<file path="config.mk">
export PLATFORM = sky130hd
export DESIGN_NAME = k10_mem_stage
export DESIGN_NICKNAME = d
export VERILOG_FILES = /design/src/rtl/k10_mem_stage.sv
export SDC_FILE = /design/constraint.sdc
export NUM_CORES = 1
export LEC_CHECK = 0
export BUFFER_PORTS_ARGS = -buffer_cell sky130_fd_sc_hd__clkbuf_2
export CORE_MARGIN = 8
export CORE_UTILIZATION = 30
export DETAILED_ROUTE_END_ITERATION = 10
export PLACE_DENSITY_LB_ADDON = 0.3
export SYNTH_ARGS = -nofsm -noshare
export SYNTH_HDL_FRONTEND = slang
export SYNTH_SLANG_ARGS = --single-unit
</file>
<file path="constraint.sdc">
create_clock -name i_clk -period 3.89 [get_ports i_clk]
set_input_delay 0.1945 -clock i_clk [delete_from_list [all_inputs] [get_ports i_clk]]
set_output_delay 0.1945 -clock i_clk [all_outputs]
set_load 0.02 [all_outputs]
</file>
<file path="src/rtl/k10_mem_stage.sv">
// K10 MEM stage: data-bus loads/stores with lane steering, fault traps and the MEM/WB register.
// Build option K10_MISALIGN_TRAP_EN: trap misaligned H/W accesses; otherwise low address bits are forced to alignment.
package k10_pkg;
  typedef struct packed {
    logic       reg_write;
    logic [1:0] wb_sel;
    logic       mem_read;
    logic       mem_write;
    logic [1:0] mem_size;
    logic       mem_unsigned;
  } ctrl_t;
endpackage

module k10_mem_stage
  import k10_pkg::*;
#(
  parameter int unsigned RSP_TIMEOUT = 0
) (
  input  logic        i_clk,
  input  logic        i_rst_n,
  input  logic        i_valid,
  input  logic        i_flush,
  input  logic [31:0] i_alu_result,
  input  logic [31:0] i_store_data,
  input  logic [31:0] i_csr_rdata,
  input  logic [31:0] i_pc,
  input  logic [4:0]  i_rd_addr,
  input  ctrl_t       i_ctrl,
  output logic        o_stall,
  output logic        o_dmem_req,
  output logic        o_dmem_we,
  output logic [31:0] o_dmem_addr,
  output logic [3:0]  o_dmem_be,
  output logic [31:0] o_dmem_wdata,
  input  logic        i_dmem_gnt,
  input  logic        i_dmem_rvalid,
  input  logic [31:0] i_dmem_rdata,
  input  logic        i_dmem_err,
  output logic        o_wb_valid,
  output logic [31:0] o_wb_alu_result,
  output logic [31:0] o_wb_mem_rdata,
  output logic [31:0] o_wb_csr_rdata,
  output logic [31:0] o_wb_pc,
  output logic [4:0]  o_wb_rd_addr,
  output ctrl_t       o_wb_ctrl,
  output logic        o_exc_valid,
  output logic [3:0]  o_exc_cause,
  output logic [31:0] o_exc_tval
);

  typedef enum logic [1:0] {S_IDLE = 2'd0, S_WAIT_GNT = 2'd1, S_WAIT_RSP = 2'd2} state_t;
  localparam logic [31:0] TMO_LAST = (RSP_TIMEOUT == 0) ? 32'd0 : 32'(RSP_TIMEOUT - 1);

  state_t      r_state, w_next;
  logic [1:0]  w_a, w_lane, r_lane;
  logic        w_mem_op, w_misalign, w_issue, w_rsp, w_tmo, w_kill, r_killed;
  logic [3:0]  w_be, r_bus_be;
  logic [31:0] w_wdata, w_load, r_tmo_cnt;
  logic [15:0] w_shift;
  logic [31:0] r_bus_addr, r_bus_wdata, r_tval, r_alu, r_csr, r_pc;
  logic        r_bus_we;
  logic [4:0]  r_rd;
  ctrl_t       r_ctrl;
  logic        r_wb_valid, r_exc_valid;
  logic [31:0] r_wb_alu, r_wb_mem, r_wb_csr, r_wb_pc, r_exc_tval;
  logic [4:0]  r_wb_rd;
  ctrl_t       r_wb_ctrl;
  logic [3:0]  r_exc_cause;

  assign w_a      = i_alu_result[1:0];
  assign w_mem_op = i_valid & ~i_flush & (i_ctrl.mem_read | i_ctrl.mem_write);

`ifdef K10_MISALIGN_TRAP_EN
  always_comb begin
    case (i_ctrl.mem_size)
      2'd0:    w_misalign = 1'b0;
      2'd1:    w_misalign = w_a[0];
      default: w_misalign = (w_a != 2'b00);
    endcase
  end
  assign w_lane = w_a;
`else
  assign w_misalign = 1'b0;
  always_comb begin
    case (i_ctrl.mem_size)
      2'd0:    w_lane = w_a;
      2'd1:    w_lane = {w_a[1], 1'b0};
      default: w_lane = 2'b00;
    endcase
  end
`endif

  always_comb begin
    case (i_ctrl.mem_size)
      2'd0:    begin w_be = 4'b0001 << w_lane;           w_wdata = {4{i_store_data[7:0]}};  end
      2'd1:    begin w_be = 4'b0011 << {w_lane[1], 1'b0}; w_wdata = {2{i_store_data[15:0]}}; end
      default: begin w_be = 4'b1111;                      w_wdata = i_store_data;            end
    endcase
  end

  assign w_issue = (r_state == S_IDLE) & w_mem_op & ~w_misalign;
  assign w_rsp   = (r_state == S_WAIT_RSP) & i_dmem_rvalid;
  // A response arriving in the same cycle as the timeout still wins.
  assign w_tmo   = (RSP_TIMEOUT != 0) && (r_state != S_IDLE) && (r_tmo_cnt == TMO_LAST) && !w_rsp;
  assign w_kill  = r_killed | i_flush;

  always_ff @(posedge i_clk or negedge i_rst_n) begin
    if (!i_rst_n) r_state <= S_IDLE;
    else          r_state <= w_next;
  end

  always_comb begin
    w_next = r_state;
    case (r_state)
      S_IDLE:     if (w_issue) w_next = i_dmem_gnt ? S_WAIT_RSP : S_WAIT_GNT;
      S_WAIT_GNT: if (w_tmo) w_next = S_IDLE; else if (i_dmem_gnt) w_next = S_WAIT_RSP;
      S_WAIT_RSP: if (w_rsp || w_tmo) w_next = S_IDLE;
      default:    w_next = S_IDLE;
    endcase
  end

  always_comb begin
    o_stall      = 1'b0;
    o_dmem_req   = 1'b0;
    o_dmem_we    = 1'b0;
    o_dmem_addr  = 32'd0;
    o_dmem_be    = 4'd0;
    o_dmem_wdata = 32'd0;
    case (r_state)
      S_IDLE: if (w_issue) begin
        o_stall      = 1'b1;
        o_dmem_req   = 1'b1;
        o_dmem_we    = i_ctrl.mem_write;
        o_dmem_addr  = {i_alu_result[31:2], 2'b00};
        o_dmem_be    = w_be;
        o_dmem_wdata = w_wdata;
      end
      S_WAIT_GNT, S_WAIT_RSP: begin
        o_stall      = ~w_rsp & ~w_tmo;
        o_dmem_req   = (r_state == S_WAIT_GNT);
        o_dmem_we    = r_bus_we;
        o_dmem_addr  = r_bus_addr;
        o_dmem_be    = r_bus_be;
        o_dmem_wdata = r_bus_wdata;
      end
      default: ;
    endcase
  end

  always_ff @(posedge i_clk or negedge i_rst_n) begin
    if (!i_rst_n) begin
      r_tmo_cnt <= 32'd0;
      r_killed  <= 1'b0;
    end else if (r_state == S_IDLE || w_next == S_IDLE) begin
      r_tmo_cnt <= 32'd0;
      r_killed  <= 1'b0;
    end else begin
      r_tmo_cnt <= r_tmo_cnt + 32'd1;
      if (i_flush) r_killed <= 1'b1;
    end
  end

  // The whole instruction is captured at issue so the response needs nothing from EX/MEM.
  always_ff @(posedge i_clk or negedge i_rst_n) begin
    if (!i_rst_n) begin
      r_bus_addr  <= 32'd0;
      r_bus_we    <= 1'b0;
      r_bus_be    <= 4'd0;
      r_bus_wdata <= 32'd0;
      r_lane      <= 2'd0;
      r_tval      <= 32'd0;
      r_alu       <= 32'd0;
      r_csr       <= 32'd0;
      r_pc        <= 32'd0;
      r_rd        <= 5'd0;
      r_ctrl      <= '0;
    end else if (w_issue) begin
      r_bus_addr  <= {i_alu_result[31:2], 2'b00};
      r_bus_we    <= i_ctrl.mem_write;
      r_bus_be    <= w_be;
      r_bus_wdata <= w_wdata;
      r_lane      <= w_lane;
      r_tval      <= i_alu_result;
      r_alu       <= i_alu_result;
      r_csr       <= i_csr_rdata;
      r_pc        <= i_pc;
      r_rd        <= i_rd_addr;
      r_ctrl      <= i_ctrl;
    end
  end

  assign w_shift = 16'(i_dmem_rdata >> {r_lane, 3'b000});

  always_comb begin
    case (r_ctrl.mem_size)
      2'd0:    w_load = r_ctrl.mem_unsigned ? {24'd0, w_shift[7:0]} : {{24{w_shift[7]}}, w_shift[7:0]};
      2'd1:    w_load = r_ctrl.mem_unsigned ? {16'd0, w_shift} : {{16{w_shift[15]}}, w_shift};
      default: w_load = i_dmem_rdata;
    endcase
  end

  always_ff @(posedge i_clk or negedge i_rst_n) begin
    if (!i_rst_n) begin
      r_wb_valid  <= 1'b0;
      r_wb_alu    <= 32'd0;
      r_wb_mem    <= 32'd0;
      r_wb_csr    <= 32'd0;
      r_wb_pc     <= 32'd0;
      r_wb_rd     <= 5'd0;
      r_wb_ctrl   <= '0;
      r_exc_valid <= 1'b0;
      r_exc_cause <= 4'd0;
      r_exc_tval  <= 32'd0;
    end else begin
      r_wb_valid  <= 1'b0;
      r_exc_valid <= 1'b0;
      if (r_state == S_IDLE) begin
        if (i_valid && !i_flush) begin
          if (!(i_ctrl.mem_read || i_ctrl.mem_write)) begin
            r_wb_valid <= 1'b1;
            r_wb_alu   <= i_alu_result;
            r_wb_mem   <= 32'd0;
            r_wb_csr   <= i_csr_rdata;
            r_wb_pc    <= i_pc;
            r_wb_rd    <= i_rd_addr;
            r_wb_ctrl  <= i_ctrl;
          end else if (w_misalign) begin
            r_exc_valid <= 1'b1;
            r_exc_cause <= i_ctrl.mem_write ? 4'd6 : 4'd4;
            r_exc_tval  <= i_alu_result;
          end
        end
      end else if (w_rsp && !w_kill) begin
        if (i_dmem_err) begin
          r_exc_valid <= 1'b1;
          r_exc_cause <= r_ctrl.mem_write ? 4'd7 : 4'd5;
          r_exc_tval  <= r_tval;
        end else begin
          r_wb_valid <= 1'b1;
          r_wb_alu   <= r_alu;
          r_wb_mem   <= r_ctrl.mem_read ? w_load : 32'd0;
          r_wb_csr   <= r_csr;
          r_wb_pc    <= r_pc;
          r_wb_rd    <= r_rd;
          r_wb_ctrl  <= r_ctrl;
        end
      end else if (w_tmo && !w_kill) begin
        r_exc_valid <= 1'b1;
        r_exc_cause <= r_ctrl.mem_write ? 4'd7 : 4'd5;
        r_exc_tval  <= r_tval;
      end
    end
  end

  assign o_wb_valid      = r_wb_valid;
  assign o_wb_alu_result = r_wb_alu;
  assign o_wb_mem_rdata  = r_wb_mem;
  assign o_wb_csr_rdata  = r_wb_csr;
  assign o_wb_pc         = r_wb_pc;
  assign o_wb_rd_addr    = r_wb_rd;
  assign o_wb_ctrl       = r_wb_ctrl;
  assign o_exc_valid     = r_exc_valid;
  assign o_exc_cause     = r_exc_cause;
  assign o_exc_tval      = r_exc_tval;

endmodule
</file>
==> run_results.csv <==
group,metric,value,unit
status,run_status,"complete, no violations",
synth,yosysSeqAreaShare,54.6,%
finish,layout.cells.most_common,"nand2_1",
placed_design,place_hpwl,35100,um
timing,finalSetupViolCount,0,
finish,fin_nets,2299,
timing,timing.final.hold_violations,0,
finish,finish.instance_area,0.0207,mm^2
clock_tree,root_buffer,"clkbuf_16",
grt,grt_util_all_layers,17.9,%
synth,post_synth_top_flop,"dfrtp_1",
setup_path,critical_path.startpoint,"r_state[0]$_DFF_PN0_",
synth,syn-mean-instance-area,9.50,um^2
setup_path,worst_ep_arrival_time,3260,ps
grt,grt_first_pass_wirelength,81000,um
die,die_w,239,um
setup_path,r2r_cells,8,
grt,via_count_of_the_first_global_routing_pass,14000,
setup_path,worstSetupEndpoint,"o_dmem_be[1]",
setup_path,cp.required,3700,ps
timing,timing_worst_slew_pin_value,996,ps
drt,first_pass_iters,5,
die,die_height,239,um
clock_tree,cts_hold_repair.buffers,163,
clock_tree,clkSinkCount,327,
synth,post_synth_instance_area,0.0150,mm^2
synth,synthArstFlopShare,100,%
synth,synth_top_area_cell,"dfrtp_1",
setup_path,crit-reg2reg-launch,"r_state[0]$_DFF_PN0_",
timing,fmax,290,MHz
timing,unrepaired_setup_endpoints_after_global_routing,"no",
drt,vias_per_cell,4.72,
clock_tree,postCtsResizedCells,0,
drt,first_iter_violations,761,
drt,post-route-drc-count,0,
drt,finalWirelength,52300,um
grt,globalRouteOverflowTotal,0,
clock_tree,path_clk_slew,60,ps
finish,layout-drive-gt1-share,26.9,%
die,initial_core_util,30.1,%
power_and_ir_drop,leakagePower,0.0111,uW
grt,grt_start_max_net_pins,127,
synth,synth_seq_cells,327,
timing,maxSlewHeadroom,33.6,%
setup_path,maximum_net_fanout_on_the_critical_path,105,
placed_design,io_buffers,426,
setup_path,reg2reg_setup_slack,950,ps
setup_path,reg2reg_to,"o_wb_mem_rdata[13]$_DFFE_PN0P_",
setup_path,end_kind,"output pin",
power_and_ir_drop,power_density,801,mW/mm^2
synth,synth_cell_types,50,
clock_tree,cts-root-to-sink-buffers,3,
timing,final-max-slew-violation-count,0,
finish,layout-area-overhead-vs-synth,38.2,%
finish,mostFrequentLayoutCells,"nand2_1 (638), clkbuf_2 (425), dfrtp_1 (327)",
grt,antenna_found_initial,4,
clock_tree,postCtsSetupRepairBufs,0,
synth,syn-instance-count,1577,
placed_design,detailed_place.area,0.0176,mm^2
timing,setup_tns,0,ps
power_and_ir_drop,power.ir.vdd_worst,0.519,mV
timing,layout_min_cycle_time,3450,ps
die,die_area,0.0573,mm^2
die,row_count,82,
drt,ant_nets,0,
clock_tree,tritoncts.num_buffers,41,
setup_path,start_kind,"flop",
synth,area_share_of_the_largest_cell_type_after_synthesis,54.6,%
timing,final.period_utilization,88.8,%
synth,synth.yosys.warnings,0,
setup_path,worstSetupPathType,"reg2out",
placed_design,gp_routability_congestion,0.822,
drt,detail_route.wl_per_cell,18.5,um
drt,num_vias,13300,
timing,worst_clock_skew,16.4,ps
clock_tree,cts_tree,"done",
clock_tree,cts.htree.levels,2,
clock_tree,worstSkewPairLatency,560,ps
die,ios,430,
synth,netlist_top_cells_area,"dfrtp_1 (55%), nand2_1 (16%), mux2i_1 (8.0%), mux2_2 (4.1%), o21ai_0 (2.6%)",
synth,synth-edff-count,0,
flow_run,drv_cap,0,
worst_hold_path,timing.hold.worst.class,"in2reg",
die,floorplan.core_area,0.0498,mm^2
-- worst min path at each step --
| stage | startpoint | end | slack, ps | cells past startpoint |
|---|---|---|---|---|
| floorplan | i_rst_n | o_exc_cause[0]$_DFFE_PN0P_ | -100 | 0 |
| global placement | i_rst_n | o_wb_mem_rdata[28]$_DFFE_PN0P_ | 390 | 1 |
| detailed placement | i_rst_n | o_wb_mem_rdata[21]$_DFFE_PN0P_ | 380 | 1 |
| CTS | i_store_data[2] | r_bus_wdata[2]$_DFFE_PN0N_ | 1 | 3 |
| global route | i_store_data[11] | r_bus_wdata[11]$_DFFE_PN0N_ | 40 | 4 |
| finish | i_store_data[2] | r_bus_wdata[2]$_DFFE_PN0N_ | 30 | 3 |
-- critical path: stages (launching register included) --
cell,delay (ps)
dfrtp_1,420
inv_1,190
ha_4,380
and3b_4,310
nor2b_4,190
buf_12,310
o21ai_0,280
a21oi_1,190
clkbuf_2,190
-- stage by stage --
step	hold WS [ps]	setup slack, ps	utilization, %	total power [uW]	cells
3_5_place_dp	377	1130	35.4	12500	2581
2_1_floorplan	-101	1750	-	9990	1579
3_3_place_gp	388	1180	35.4	12300	2581
6_report	25.9	438	41.6	16600	2821
4_1_cts	1.35	472	41.6	16800	2818
5_1_grt	43.9	225	41.6	17700	2821
-- cell type report --
cell class / instances / area, um^2
Clock buffer: 61 / 1260
Antenna cell: 3 / 7.51
Multi-Input combinational cell: 1132 / 6170
Sequential cell: 327 / 8180
Timing Repair Buffer: 605 / 3990
Clock inverter: 13 / 208
Fill cell: 4799 / 29100
Inverter: 8 / 30.0
Tap cell: 672 / 841
-- cell usage after synthesis, types with 7 or more instances --
cell / count
mux2_2: 55
buf_4: 15
o31ai_1: 8
a21oi_1: 69
o21ai_1: 54
a22oi_1: 23
buf_6: 15
dfrtp_1: 327
buf_2: 48
o21ai_0: 79
nand2_1: 638
mux2i_1: 120
nor2_1: 16
clkbuf_1: 31
inv_1: 7
-- power breakdown --
part           switching, uW  total [uW]  internal (uW)
registers               1040        5920           4890
clock network           1520        4110           2580
logic                   4190        6550           2370
total                   6740       16600           9840
-- state kept, by name (all words and copies together) (netlist names), 2 cells and up --
| register | flops |
|---|---|
| r_bus_be | 4 |
| r_csr | 32 |
| r_ctrl | 8 |
| o_wb_pc | 32 |
| o_exc_tval | 32 |
| o_wb_mem_rdata | 32 |
| o_exc_cause | 2 |
| o_wb_rd_addr | 5 |
| r_lane | 2 |
| r_state | 2 |
| o_wb_alu_result | 32 |
| r_rd | 5 |
| r_bus_wdata | 32 |
| o_wb_csr_rdata | 32 |
| r_alu | 31 |
| r_pc | 32 |
| o_wb_ctrl | 8 |
-- layer usage --
| metal | vias up | part of all wire, % | global-route usage [%] |
|---|---|---|---|
| met2 | 431 | 48 | 29.3 |
| met3 | 105 | 6.3 | 4.18 |
| met1 | 6468 | 42 | 22.5 |
| met4 | 0 | 3.5 | 7.36 |
| li1 | 6323 | - | - |
| met5 | - | 0 | 0 |
-- cells by family (layout without fill, tap and decap cells) --
| family | Yosys count | after routing | share of synthesized area [%] |
|---|---|---|---|
| AOI/OAI and AO/OA | 268 | 268 | 10.4 |
| xor gates and xnor gates | 1 | 1 | 0.0585 |
| adders and majority gates | 4 | 4 | 0.334 |
| buffers and inverters | 120 | 687 | 4.56 |
| DFF | 327 | 327 | 54.6 |
| muxes | 176 | 176 | 12.3 |
| other | 1 | 6 | 0.0250 |
| and+or+nand+nor | 680 | 680 | 17.6 |
Note: power is estimated with default switching activity, not from simulation.
